**config.mk**
```make
export PLATFORM = sky130hd
export DESIGN_NAME = reg_write_arbiter
export DESIGN_NICKNAME = d
export VERILOG_FILES = /design/src/rtl/reg_write_arbiter.sv
export SDC_FILE = /design/constraint.sdc
export NUM_CORES = 1
export LEC_CHECK = 0
export CAP_MARGIN = 20
export CORE_MARGIN = 4
export CORE_UTILIZATION = 40
export DETAILED_ROUTE_END_ITERATION = 10
export PLACE_DENSITY = 0.84
export SLEW_MARGIN = 0
export SYNTH_ARGS = -nofsm -noshare
export SYNTH_HDL_FRONTEND = slang
export SYNTH_SLANG_ARGS = --single-unit
```
**constraint.sdc**
```tcl
create_clock -name clk -period 4.3 [get_ports clk]
set_input_delay 0.43 -clock clk [delete_from_list [all_inputs] [get_ports clk]]
set_output_delay 0.43 -clock clk [all_outputs]
set_load 0.05 [all_outputs]
```
**src/rtl/reg_write_arbiter.sv**
```systemverilog
// Round-robin write arbiter feeding the shared D bus and per-register enables
// of an enable-gated register bank; one registered write pulse per arbitration.
module reg_write_arbiter #(
  parameter int NREQ = 4,
  parameter int NREG = 4,
  parameter int AW   = 2,
  parameter int DW   = 8
) (
  input  logic               clk,
  input  logic               rst,
  input  logic [NREQ-1:0]    req,
  input  logic [NREQ*AW-1:0] wr_addr,
  input  logic [NREQ*DW-1:0] wr_data,
  output logic [NREQ-1:0]    gnt,
  output logic [NREG-1:0]    reg_en,
  output logic [DW-1:0]      reg_d,
  output logic               busy,
  output logic               err,
  output logic               fsm_state
);

  // Handshake: a requester holds req (with stable addr/data) until it sees its
  // one-cycle gnt pulse; addr/data are sampled only on the arbitration edge, and
  // a req still high two edges later is treated as a fresh request.

  localparam int PW = $clog2(NREQ);

  typedef enum logic {
    IDLE  = 1'b0,
    WRITE = 1'b1
  } state_t;

  state_t          state, state_nxt;
  logic [PW-1:0]   ptr, ptr_nxt, win;
  logic [PW:0]     idx;
  logic            found;
  logic [AW-1:0]   win_addr;
  logic [DW-1:0]   win_data;
  logic [NREQ-1:0] gnt_nxt;
  logic [NREG-1:0] en_nxt;
  logic [DW-1:0]   d_nxt;
  logic            busy_nxt, err_nxt;

  assign fsm_state = logic'(state);

  // Rotating priority search; the extra idx bit lets ptr+k exceed NREQ-1 before
  // the explicit wrap, so non-power-of-two NREQ works.
  always_comb begin
    found = 1'b0;
    win   = '0;
    idx   = '0;
    for (int k = 0; k < NREQ; k++) begin
      idx = {1'b0, ptr} + (PW+1)'(k);
      if (idx >= (PW+1)'(NREQ)) idx = idx - (PW+1)'(NREQ);
      if (!found && req[idx[PW-1:0]]) begin
        found = 1'b1;
        win   = idx[PW-1:0];
      end
    end
  end

  assign win_addr = wr_addr[int'(win)*AW +: AW];
  assign win_data = wr_data[int'(win)*DW +: DW];

  always_comb begin
    state_nxt = state;
    ptr_nxt   = ptr;
    gnt_nxt   = '0;
    en_nxt    = '0;
    d_nxt     = reg_d;
    busy_nxt  = 1'b0;
    err_nxt   = 1'b0;
    case (state)
      IDLE: begin
        if (found) begin
          state_nxt     = WRITE;
          gnt_nxt[win]  = 1'b1;
          d_nxt         = win_data;
          busy_nxt      = 1'b1;
          err_nxt       = int'(win_addr) >= NREG;
          ptr_nxt       = (win == PW'(NREQ-1)) ? '0 : win + 1'b1;
          for (int r = 0; r < NREG; r++) en_nxt[r] = (int'(win_addr) == r);
        end
      end
      WRITE: state_nxt = IDLE;
      default: state_nxt = IDLE;
    endcase
  end

  always_ff @(posedge clk or posedge rst) begin
    if (rst) begin
      state  <= IDLE;
      ptr    <= '0;
      gnt    <= '0;
      reg_en <= '0;
      reg_d  <= '0;
      busy   <= 1'b0;
      err    <= 1'b0;
    end else begin
      state  <= state_nxt;
      ptr    <= ptr_nxt;
      gnt    <= gnt_nxt;
      reg_en <= en_nxt;
      reg_d  <= d_nxt;
      busy   <= busy_nxt;
      err    <= err_nxt;
    end
  end

endmodule

```
==> run summary <==
Status: finished clean
CTS tree: yes
Yosys warning count: 0
Mean Syn Cell Area: 11.2 um^2
Sw frac: 47.0%
Initial Util: 43.6%
Sw power: 0.482 mW
Slowest cell on crit path: a211oi_4
Final setup fails: 0
CTS resizes: 0
Largest net degree at the start of global routing: 25
LEAKAGE: 0.766 nW
Max-cap violations: 0
Total global-route track usage: 17.6%
Clock-pin slew on the worst setup and hold paths: 0.11 ns
Sequential share of power: 27.6%
Num CTS Buffers: 3
CTS Sinks: 19
Worst-Skew Late Latency: 0.30 ns
RePlAce Congestion: 0.762
Fin nets: 211
WL per Instance: 15.9 um
Crit-path cells: clkdlybuf4s50_1 > mux2i_1 > a211oi_4 > buf_8 > mux2_2 > a221o_1
Rows: 18
Worst path bufs/invs: 2
Req. time, crit path: 4.49 ns
Core area: 2570 um^2
Internal power: 0.545 mW
CTS Hold Bufs: 0
Fin crit period: 2.42 ns
1st-iter DRT viols: 31
Setup TNS: 0 ns
Power Density: 576 nW/um^2
Area growth from synthesis to layout: 59.2%
Clk buf depth: 2
Logic pwr share: 63.4%
Worst slew pin tran: 0.727 ns
Mapped Cells: 100
Worst Setup End Kind: flop
Crit path DAT: 2.61 ns
Sequential fraction of the synthesis area: 42.5%
DRT Wirelength: 3030 um
Maximum vdd drop: 358 uV
Die Height: 60.9 um
Final ANT Viol Nets: 0
Unrepaired setup endpoints after global routing: no
Initial antenna violation count: 0
Unique masters post-synth: 28
Worst hold path class: flop to flop
Ant. Diodes: 0
Max FO, Critical Path: 14
Via Count: 1017
Hold Vio Cnt, Final: 0
Synthesized Nets: 150
Delay-heaviest family, CP: compound AO/OA/AOI/OAI gates
Ports: 65
Kind of start point of the critical path: primary input
Fin crit share: 56.3%
Max Clk Rate: 413 MHz
Crit Path Class: primary input to flop
Via-to-Cell Ratio: 5.35
Post-CTS setup buffers: 0
Core Util, Final: 69.4%
Slew Limit Fails: 0
Final HPWL DP: 2380 um
Yosys reg bits: 19
Ranking of synthesized cells by area: dfrtp_1 (42%), mux2i_1 (13%), mux2_2 (9.1%)
Post-synth top area share: 42.5%
Die span in x: 60.9 um
CTS root buffer: clkbuf_4
Die area: 3710 um^2
Global-route wire length before repair: 4760 um
Number of global-route vias before repair: 1044
Input/output buffers: 63
CP max stage delay: 0.56 ns
DR pass1 iterations: 4
H-tree levels: 1
Synth Cell Area: 1120 um^2
Layout cells sized above 1: 11.3%
DR DRC count: 0
Post-synth top area cell: dfrtp_1
Slew HR: 51.5%
Clock share of power: 9.0%
GRT overflow: 0
Max Clock Skew: 0.00244 ns
==> layout make-up <==
type	count	area, um^2
Fill cell	210	785
Timing Repair Buffer	64	646
Multi-Input combinational cell	68	579
Sequential cell	19	475
Tap cell	30	37.5
Clock buffer	4	26.3
Inverter	5	18.8
==> metrics by stage <==
stage / setup WS (ns) / total power [mW] / instances / cell area, um^2 / hold WS [ns]
global route: 1.81 / 1.08 / 190 / 1780 / 0.541
CTS: 1.64 / 1.02 / 189 / 1770 / 0.528
detailed placement: 1.30 / 0.934 / 185 / 1740 / 0.504
floorplan: 2.55 / 0.732 / 100 / 1120 / 0.381
global placement: 1.43 / 0.915 / 185 / 1740 / 0.501
finish: 1.88 / 1.03 / 190 / 1780 / 0.525
==> cell usage in the layout, fill, tap and decap left out, types with 2 or more instances in the layout <==
cell type / Yosys / routed
clkbuf_4: 0 / 3
nor3b_1: 2 / 2
ha_1: 4 / 4
clkdlybuf4s50_1: 0 / 63
a21oi_1: 3 / 3
a221o_1: 7 / 7
nand2_1: 5 / 5
inv_1: 4 / 4
mux2_2: 9 / 9
mux2i_1: 14 / 14
dfrtp_1: 19 / 19
nor3_1: 8 / 8
and2_1: 4 / 4
==> state kept, by name, summed over array words and instances, names as in the netlist <==
signal	cells
reg_d	8
gnt	4
reg_en	4
ptr	2
busy	1
==> final timing paths <==
| check | slack [ns] | depth (start not counted) | endpoint | from |
|---|---|---|---|---|
| setup / recovery | 1.88 | 6 | reg_d[6]$_DFFE_PP0P_ | req[1] |
| hold / removal | 0.52 | 1 | reg_d[2]$_DFFE_PP0P_ | reg_d[2]$_DFFE_PP0P_ |
| setup reg to reg | 2.05 | 5 | reg_d[6]$_DFFE_PP0P_ | ptr[1]$_DFFE_PP0P_ |
| hold reg to reg | 0.52 | 1 | reg_d[2]$_DFFE_PP0P_ | reg_d[2]$_DFFE_PP0P_ |
| max in group asynchronous | 3.31 | 2 | reg_en[0]$_DFF_PP0_ | rst |
| min in group asynchronous | 0.54 | 2 | gnt[2]$_DFF_PP0_ | rst |
==> power groups by stage <==
| stage | Clock [mW] | Sequential [mW] | Combinational (mW) |
|---|---|---|---|
| 6_report | 0.0922 | 0.283 | 0.652 |
| 3_3_place_gp | 0 | 0.286 | 0.629 |
| 4_1_cts | 0.0941 | 0.284 | 0.647 |
| 5_1_grt | 0.102 | 0.291 | 0.689 |
| 3_5_place_dp | 0 | 0.286 | 0.647 |
| 2_1_floorplan | 0 | 0.478 | 0.254 |
==> worst register-to-register path, cell delays in order (launching register included) <==
cell and delay (ns):
dfrtp_1 0.47, mux2i_1 0.19, a211oi_4 0.56, buf_8 0.24, mux2_2 0.36, a221o_1 0.32
==> metal layers <==
metal	part of all wire (%)	track usage, %	vias up	wire, um
met2	54	33.0	35	1650
met4	1.3	7.43	0	39
met3	6.8	4.26	4	205
li1	-	-	480	-
met5	0	0	-	0
met1	38	18.6	498	1140
==> cells by family after synthesis <==
| kind of cell | after synthesis | synth area share [%] |
|---|---|---|
| AOI/OAI and AO/OA | 16 | 12.7 |
| adders and majority gates | 4 | 4.47 |
| buffers and inverters | 13 | 6.48 |
| DFF | 19 | 42.5 |
| muxes | 23 | 21.6 |
| other | 1 | 0.335 |
| and+or+nand+nor | 24 | 12.0 |
==> Yosys cell counts <==
master,n
inv_1,4
buf_6,1
nand2_1,5
o22a_4,1
a221o_1,7
ha_1,4
o21ai_0,1
mux2i_1,14
o31ai_1,1
nor3b_2,1
a21oi_1,3
buf_4,4
or2_2,1
nor2_1,1
nor3_1,8
and3_1,1
buf_2,1
conb_1,1
a22oi_1,1
nor4_1,1
mux2_2,9
a211oi_2,1
nor3b_1,2
o21a_1,1
dfrtp_1,19
clkbuf_1,2
and2_1,4
inv_2,1
(Power assumes the default switching activity.)
